File: src/rtl/uart_ts_pkg.sv
// Shared definitions for the UART timestamp event path (arbiter and packer).
package uart_ts_pkg;

    localparam int unsigned TS_W = 64;
    localparam int unsigned ID_W = 16;

    typedef struct packed {
        logic [ID_W-1:0] id;
        logic [TS_W-1:0] ts_start;
        logic [TS_W-1:0] ts_end;
        logic [TS_W-1:0] delta;
    } ev_t;

    // Round-robin successor of a granted index, wrapping at n.
    function automatic int unsigned rr_next(input int unsigned idx, input int unsigned n);
        return (idx == n - 1) ? 0 : idx + 1;
    endfunction

endpackage

File: src/rtl/rr_arbiter.sv
// Combinational round-robin picker: first set request at or after ptr, wrapping.
module rr_arbiter #(
    parameter int unsigned N  = 4,
    parameter int unsigned IW = (N > 1) ? $clog2(N) : 1
) (
    input  logic [N-1:0]  req,
    input  logic [IW-1:0] ptr,
    output logic [N-1:0]  gnt,
    output logic [IW-1:0] idx,
    output logic          any
);

    int unsigned j;

    always_comb begin
        gnt = '0;
        idx = '0;
        any = 1'b0;
        j   = 0;
        for (int unsigned k = 0; k < N; k++) begin
            j = (32'(ptr) + k) % N;
            if (!any && req[j]) begin
                any    = 1'b1;
                gnt[j] = 1'b1;
                idx    = IW'(j);
            end
        end
    end

endmodule

File: src/rtl/uart_ev_arbiter.sv
// Round-robin share of the UART event packer between N_SRC timestamper sources,
// with a one-entry output register feeding the packer's ev_* port.
module uart_ev_arbiter
    import uart_ts_pkg::*;
#(
    parameter int unsigned N_SRC = 4,
    parameter int unsigned TS_W  = uart_ts_pkg::TS_W,
    parameter int unsigned ID_W  = uart_ts_pkg::ID_W,
    parameter int unsigned CNT_W = 32,
    localparam int unsigned SW   = $clog2(N_SRC)
) (
    input  logic                    clk,
    input  logic                    rst_n,
    input  logic                    arb_en,
    input  logic [N_SRC-1:0]        src_mask,
    input  logic [N_SRC-1:0]        in_valid,
    output logic [N_SRC-1:0]        in_ready,
    input  logic [N_SRC*ID_W-1:0]   in_id,
    input  logic [N_SRC*TS_W-1:0]   in_start,
    input  logic [N_SRC*TS_W-1:0]   in_end,
    input  logic [N_SRC*TS_W-1:0]   in_delta,
    output logic                    ev_valid,
    input  logic                    ev_ready,
    output logic [ID_W-1:0]         ev_id,
    output logic [TS_W-1:0]         ev_start,
    output logic [TS_W-1:0]         ev_end,
    output logic [TS_W-1:0]         ev_delta,
    output logic [SW-1:0]           ev_src,
    output logic [CNT_W-1:0]        ev_cnt
);

    logic [N_SRC-1:0] elig;
    logic [N_SRC-1:0] gnt;
    logic [SW-1:0]    gnt_idx;
    logic             gnt_any;
    logic             load;

    logic [ID_W-1:0] sel_id;
    logic [TS_W-1:0] sel_start;
    logic [TS_W-1:0] sel_end;
    logic [TS_W-1:0] sel_delta;

    logic             ev_valid_q, ev_valid_d;
    logic [ID_W-1:0]  ev_id_q,    ev_id_d;
    logic [TS_W-1:0]  ev_start_q, ev_start_d;
    logic [TS_W-1:0]  ev_end_q,   ev_end_d;
    logic [TS_W-1:0]  ev_delta_q, ev_delta_d;
    logic [SW-1:0]    ev_src_q,   ev_src_d;
    logic [CNT_W-1:0] ev_cnt_q,   ev_cnt_d;
    logic [SW-1:0]    rr_ptr_q,   rr_ptr_d;

    assign elig = in_valid & src_mask;

    rr_arbiter #(
        .N  (N_SRC),
        .IW (SW)
    ) u_rr (
        .req (elig),
        .ptr (rr_ptr_q),
        .gnt (gnt),
        .idx (gnt_idx),
        .any (gnt_any)
    );

    // Slot is free, or the held event leaves this cycle, so a new one can enter.
    assign load     = arb_en & (~ev_valid_q | ev_ready);
    assign in_ready = (rst_n && load) ? gnt : '0;

    // One-hot AND-OR mux of the granted source's fields.
    always_comb begin
        sel_id    = '0;
        sel_start = '0;
        sel_end   = '0;
        sel_delta = '0;
        for (int unsigned i = 0; i < N_SRC; i++) begin
            if (gnt[i]) begin
                sel_id    = sel_id    | in_id[i*ID_W +: ID_W];
                sel_start = sel_start | in_start[i*TS_W +: TS_W];
                sel_end   = sel_end   | in_end[i*TS_W +: TS_W];
                sel_delta = sel_delta | in_delta[i*TS_W +: TS_W];
            end
        end
    end

    always_comb begin
        ev_valid_d = ev_valid_q;
        ev_id_d    = ev_id_q;
        ev_start_d = ev_start_q;
        ev_end_d   = ev_end_q;
        ev_delta_d = ev_delta_q;
        ev_src_d   = ev_src_q;
        ev_cnt_d   = ev_cnt_q;
        rr_ptr_d   = rr_ptr_q;
        if (load && gnt_any) begin
            ev_valid_d = 1'b1;
            ev_id_d    = sel_id;
            ev_start_d = sel_start;
            ev_end_d   = sel_end;
            ev_delta_d = sel_delta;
            ev_src_d   = gnt_idx;
            ev_cnt_d   = ev_cnt_q + 1'b1;
            rr_ptr_d   = SW'(rr_next(32'(gnt_idx), N_SRC));
        end else if (ev_valid_q && ev_ready) begin
            ev_valid_d = 1'b0;
        end
    end

    always_ff @(posedge clk) begin
        if (!rst_n) begin
            ev_valid_q <= 1'b0;
            ev_id_q    <= '0;
            ev_start_q <= '0;
            ev_end_q   <= '0;
            ev_delta_q <= '0;
            ev_src_q   <= '0;
            ev_cnt_q   <= '0;
            rr_ptr_q   <= '0;
        end else begin
            ev_valid_q <= ev_valid_d;
            ev_id_q    <= ev_id_d;
            ev_start_q <= ev_start_d;
            ev_end_q   <= ev_end_d;
            ev_delta_q <= ev_delta_d;
            ev_src_q   <= ev_src_d;
            ev_cnt_q   <= ev_cnt_d;
            rr_ptr_q   <= rr_ptr_d;
        end
    end

    assign ev_valid = ev_valid_q;
    assign ev_id    = ev_id_q;
    assign ev_start = ev_start_q;
    assign ev_end   = ev_end_q;
    assign ev_delta = ev_delta_q;
    assign ev_src   = ev_src_q;
    assign ev_cnt   = ev_cnt_q;

endmodule

File: config.mk
export PLATFORM = sky130hd
export DESIGN_NAME = uart_ev_arbiter
export DESIGN_NICKNAME = d
export VERILOG_FILES = /design/src/rtl/uart_ts_pkg.sv /design/src/rtl/rr_arbiter.sv /design/src/rtl/uart_ev_arbiter.sv
export SDC_FILE = /design/constraint.sdc
export NUM_CORES = 1
export LEC_CHECK = 0
export ABC_CLOCK_PERIOD_IN_PS = 3800
export CORE_AREA = 2 2 426 428
export CTS_BUF_LIST = sky130_fd_sc_hd__clkbuf_16
export CTS_CLUSTER_DIAMETER = 30
export DETAILED_ROUTE_END_ITERATION = 16
export DIE_AREA = 0 0 428 430
export PLACE_DENSITY = 0.35
export SLEW_MARGIN = 20
export SYNTH_ARGS = -nofsm -noshare
export SYNTH_HDL_FRONTEND = slang
export SYNTH_SLANG_ARGS = --single-unit
File: constraint.sdc
create_clock -name clk -period 3.8 [get_ports clk]
set_clock_uncertainty 0.05 [all_clocks]
set_input_delay 0.76 -clock clk [delete_from_list [all_inputs] [get_ports clk]]
set_output_delay 0.76 -clock clk [all_outputs]
set_load 0.05 [all_outputs]
==> impl_results.md, run 1 <==
- Outcome: complete, no violations
- Via density: 3.61
- Worst Hold Depth: 2
- Synth Flop Type: dfxtp_1
- CTS tree: built
- GRT Total Usage: 13.5%
- Vias in the first global route: 18977
- CTS max path bufs: 3
- Reg2reg path depth: 13
- Final period utilization: 99.6%
- Initial antenna violation count: 55
- DRT Pass-1 Iters: 14
- Synth async-reset ratio: 0%
- Maxcap violations: 0
- Die footprint: 184000 µm²
- CP cell instances: clkdlybuf4s50_1, nand2_2, and2_1, mux4_2, and2_4, buf_4, a221o_4, nor2b_4, buf_12
- Nets: 3525
- Initial core utilization: 6.83%
- CTS sink count: 245
- Total gr overflow: 0
- First-pass GRT wire length: 170000 µm
- Setup TNS: 0 ps
- Worst-Skew Late Latency: 690 ps
- Syn Std Cell Area: 12300 µm²
- Power density over the cells: 560 nW/µm²
- Hold Buf Count CTS: 0
- DRC Markers: 0
- Synth-to-Final Area Change: 151%
- Gp weighted congestion: 0.900
- Crit path capture type: output pin
- Post-DP HPWL: 105000 µm
- Ports: 1091
- Slew @ Worst Pin: 932 ps
- P_leak: 0.0110 µW
- Max VDD drop: 0.000342 V
- Final Hold Viols: 0
- Rows: 156
- Slew Limit Fails: 0
- Critical Path Max Stage Delay: 510 ps
- Worst-path clk slew: 40 ps
- CP startpoint kind: input port
- Worst path slowest cell: clkdlybuf4s50_1
- Unique masters post-synth: 45
- Dpl cells: 4925
- CTS Buf Count: 109
- Vias: 18553
- Arr. time, crit path: 2970 ps
- Post-Synthesis Cells: 1453
- Htree depth: 3
- Unrepaired setup endpoints after global routing: true
- Syn nets: 2307
- Port Buffers: 1090
- Number of synthesized flops with an enable pin: 0
- Slew Limit Headroom: 37.7%
- CTS Root Cell: clkbuf_16
- Die X-Extent: 428 µm
- #FFs+latches synth: 245
- Fmax: 0.264 GHz
- Die Ht: 430 µm
- Layout Cells excl Fill: 5133
- Layout cells sized above 1: 12.6%
- DR iter-0 viols: 2011
- Kind of critical path: in -> out
- Largest net degree at the start of global routing: 135
- Core area: 180000 µm²
- Routed length per instance: 25.4 µm
- Crit path max fanout: 3
- Sequential area share after synthesis: 39.9%
- Post-route minimum period: 3780 ps
- Final Power: 17200 µW
- Synth Warn #: 0
- Average cell area after synthesis: 8.45 µm²
- Hold WC Path Type: in -> reg
- Final setup vio count: 0
- CP Data Required Time: 2990 ps
- Antenna viol nets, final: 0
- Routed WL: 130000 µm
-- power by group --
group	switching (µW)	leakage, µW	internal (µW)	total (µW)
clock	2440	0.00176	5780	8220
sequential	165	0.00202	2860	3020
combinational	3450	0.00722	2540	5990
total	6050	0.0110	11200	17200
-- repair_timing --
item,in CTS,in global routing
setup buffers,5,1
endpoints found under the setup margin,3,2
gates resized for setup,14,4
pin swaps,5,2
-- layer usage --
layer | global-route usage (%) | vias up | part of all wire (%)
li1 | - | 8366 | -
met1 | 16.5 | 8998 | 41
met2 | 21.0 | 934 | 45
met3 | 5.96 | 209 | 10
met4 | 4.40 | 46 | 2.9
met5 | 0 | - | 0.22
-- worst paths after layout --
path / startpoint / end / slack, ps
max reg2reg: rr_ptr_q[1] / ev_id[3] / 240
min reg2reg: ev_src[1] / ev_src[1] / 420
max: in_valid[3] / in_ready[1] / 20
min: rst_n / rr_ptr_q[1] / 400
-- final cells by class --
class,count,area [µm²]
clock buffer,109,2730
sequential,245,4910
inverter,6,22.5
antenna,9,22.5
timing repair buffer,1274,12700
fill,20082,149000
multi-input combinational,1035,6720
tap,2370,2970
clock inverter,85,698
-- worst max-delay path: cells and delay by family --
kind / cells / cell delay, ps
buf+inv: 3 / 800
compound gates: 1 / 350
mux: 1 / 500
simple gates: 4 / 550
-- cell usage in the layout, fill, tap and decap left out, types with 28 or more instances in the layout --
master           count
inv_1               28
clkdlybuf4s50_1   1079
clkbuf_16          109
a222oi_1           208
buf_12              35
o21ai_0            213
a21oi_1            422
dfxtp_1            243
and2_1              29
buf_4              152
clkinv_1            36
-- per-stage QoR --
stage               hold slack [ps]  cell area [µm²]  worst slack, ps  utilization [%]
floorplan                       468            12300            -41.0                -
global placement                413            27300             -436             15.2
detailed placement              419            27300             -430             15.2
CTS                             324            30700             4.66             17.1
global route                    345            30800            -42.8             17.1
finish                          400            30800             15.8             17.1
-- synth_stat cells (all sizes together), types with 2 or more instances --
master  number  area [µm²]
a221o        3        30.0
nand2b       2        12.5
xnor2       17         149
nor3         4        20.0
and3         5        31.3
a22o         5        43.8
ha          10         125
o21ai      213        1070
or3          5        31.3
mux4         2        45.0
and4b        2        20.0
a222oi     208        2080
nand3        6        30.0
a21oi      422        2110
nand4        7        43.8
nand2       29         109
dfxtp      245        4900
and2        33         211
nor2b        6        37.5
nor2        12        45.0
a21boi      10        75.1
and4         6        52.6
mux2i        5        50.1
inv          6        22.5
xor2         9        78.8
nor4         4        31.3
buf         45         283
clkbuf     122         458
-- cell families (layout without fill, tap and decap cells) --
group                      after synthesis  in the layout  share of synthesized area [%]
AOI/OAI and AO/OA                      869            869                           44.6
DFF                                    245            245                           39.9
buffers and inverters                  173           1474                           6.21
and+or+nand+nor                        123            123                           5.63
xor gates and xnor gates                26             26                           1.85
adders and majority gates               10             10                           1.02
muxes                                    7              7                          0.774
other                                    0              9                              0
-- flip-flops by register name, summed over array words and instances, names as in the netlist --
name / count
ev_valid: 1
rr_ptr_q: 2
ev_end: 64
ev_start: 64
ev_cnt: 32
ev_delta: 64
ev_src: 2
ev_id: 16
Power figures use the tool's default switching activity.
==> run 2: changes to the inputs <==
ABC_AREA = 1   (was not set)
CORE_AREA = 2 2 420 422   (was 2 2 426 428)
DIE_AREA = 0 0 422 424   (was 0 0 428 430)
PLACE_DENSITY = 0.37   (was 0.35)
==> impl_results.md, run 2 <==
- Outcome: complete, no violations
- Layout cells sized above 1: 6.73%
- Syn nets: 3485
- Unrepaired setup endpoints after global routing: false
- Most frequent cells after synthesis: 1162 x nand2_1, 450 x nor2_1, 245 x dfxtp_1, 239 x nand3_1, 213 x o21ai_0
- Fmax: 0.281 GHz
- Slew Limit Headroom: 38.8%
- Gp weighted congestion: 0.941
- Port Buffers: 1090
- Synth-to-Final Area Change: 115%
- Synth Warn #: 0
- Average cell area after synthesis: 5.74 µm²
- Largest net degree at the start of global routing: 118
- Vias: 21572
- Synth Flop Type: dfxtp_1
- Post-Synthesis Cells: 2631
- CTS sink count: 245
- Nets: 4602
- Arr. time, crit path: 2750 ps
- Die X-Extent: 422 µm
- CP startpoint kind: register
- CP Data Required Time: 2990 ps
- Routed WL: 130000 µm
- Sequential area share after synthesis: 32.5%
- Initial core utilization: 8.64%
- Crit path max fanout: 8
- Commonest non-fill, non-tap cell in the layout: nand2_1
- DRC Markers: 0
- Rows: 154
- Slew Limit Fails: 0
- Die Ht: 424 µm
- Slew @ Worst Pin: 915 ps
- Antenna viol nets, final: 0
- Crit path capture type: output pin
- Psw: 13500 µW
- Routed length per instance: 21.0 µm
- Footprint of the multi-input gates: 9260 µm²
- Max VDD drop: 0.000369 V
- Initial antenna violation count: 39
- Maxcap violations: 0
- Filler cells: 20166
- CTS Buf Count: 103
- CTS Root Cell: clkbuf_16
- Post-route minimum period: 3560 ps
- Synth Area in Compound Gates: 8.61%
- Final Hold Viols: 0
- Vias in the first global route: 21375
- Syn Std Cell Area: 15100 µm²
- Switch share: 48.7%
- Die footprint: 179000 µm²
- CTS max path bufs: 3
- R2R Setup Slk: 680 ps
- Synth Area in Simple Gates: 50.0%
- Multiplexer share of the synthesized area: 0%
- Total gr overflow: 0
- Hold Buf Count CTS: 0
- First-pass GRT wire length: 173000 µm
- DR iter-0 viols: 1394
- Final period utilization: 93.6%
- Number of synthesized flops with an enable pin: 0
- Seq. cell area: 4910 µm²
- P_leak: 0.0125 µW
- DRT Pass-1 Iters: 5
- Clock share of power: 29.2%
- Synth area leaders: dfxtp_1 32%, nand2_1 29%, nor2_1 11%
- GRT Total Usage: 13.9%
- Ports: 1091
- Dominant cell type by area after synthesis: dfxtp_1
- Final Power: 27700 µW
- Unique masters post-synth: 32
- Post CTS Setup Buffer Count: 0
- Htree depth: 3
- #FFs+latches synth: 245
- Power density over the cells: 850 nW/µm²
- Top cell type's share of synthesized area: 32.5%
- Via density: 3.49
- XOR/XNOR Fraction of Synth Area: 1.45%
- Kind of critical path: reg -> out
- Final setup vio count: 0
- Worst-Skew Late Latency: 690 ps
- Hold WC Path Type: in -> reg
- Largest family of logic cells by synthesized area: simple AND/OR/NAND/NOR gates
- Core area: 175000 µm²
- Synth async-reset ratio: 0%
- Cell Int Power: 14200 µW
- CTS tree: built
- Worst-path clk slew: 40 ps
- Setup TNS: 0 ps
- Post-DP HPWL: 105000 µm
- Flop pwr share: 14.7%
- Leading cell types in the layout, fill and taps excluded: 1162 x nand2_1, 1085 x clkdlybuf4s50_1, 448 x nor2_1, 244 x dfxtp_1, 239 x nand3_1
- Synth Area in Adders: 0.828%
- Count leader, synth: nand2_1
- Gate power share: 56.1%
[run 2: cell families (layout without fill, tap and decap cells)]
group | Yosys count | count (layout)
adders and majority gates | 10 | 10
and+or+nand+nor | 1896 | 1896
DFF | 245 | 245
buffers and inverters | 197 | 1402
AOI/OAI and AO/OA | 258 | 258
other | 0 | 13
xor gates and xnor gates | 25 | 25
[run 2: metrics by stage]
step	hold WS (ps)	utilization [%]	instances	area, µm²	setup slack [ps]
floorplan	589	-	2631	15100	719
global placement	420	16.7	5983	29100	29.3
detailed placement	444	16.7	5983	29100	34.0
CTS	237	18.6	6176	32500	2.30
global route	292	18.6	6185	32500	52.7
finish	341	18.6	6189	32500	244
[run 2: layer usage]
metal | vias to the layer above | global-route usage (%) | routed length, µm | part of all wire, %
met4 | 18 | 5.68 | 3860 | 3.0
li1 | 10632 | - | - | -
met1 | 9918 | 17.2 | 55600 | 43
met2 | 828 | 22.6 | 61300 | 47
met3 | 176 | 3.73 | 9010 | 6.9
met5 | - | 0 | 127 | 0.098
[run 2: power by group through the flow]
| stage | logic (µW) | clock network, µW | registers, µW |
|---|---|---|---|
| final | 15500 | 8080 | 4070 |
| after global routing | 16800 | 8440 | 4160 |
| after CTS | 15900 | 8300 | 4050 |
| after detailed placement | 15800 | 0 | 4070 |
| after global placement | 15900 | 0 | 4070 |
| after floorplan | 5860 | 0 | 6920 |
[run 2: worst paths after layout]
| path | startpoint | to | cells past startpoint |
|---|---|---|---|
| max reg2reg | rr_ptr_q[1] | ev_start[52] | 14 |
| min reg2reg | ev_cnt[31] | ev_cnt[31] | 2 |
| max | rr_ptr_q[1] | in_ready[2] | 9 |
| min | rst_n | ev_start[1] | 3 |
[run 2: area by class of cell]
type / count / share of cell area [%]
Antenna cell: 13 / 0.100
Multi-Input combinational cell: 2189 / 28.5
Sequential cell: 245 / 15.1
Clock buffer: 105 / 8.08
Tap cell: 2340 / 9.00
Clock inverter: 88 / 2.25
Inverter: 29 / 0.365
Timing Repair Buffer: 1180 / 36.7
[run 2: timing repair]
action	in CTS	in global routing
cloned	0	0
pin swaps	0	0
gates resized for setup	3	2
setup endpoints to repair	2	4
[run 2: critical path: stages (launching register included)]
cell     delay (ps)
dfxtp_2         410
inv_1            80
ha_1            370
inv_1            90
nand2_1          90
nand2_2         120
nor2_8          150
nand4_1         270
a21oi_2         300
buf_12          170
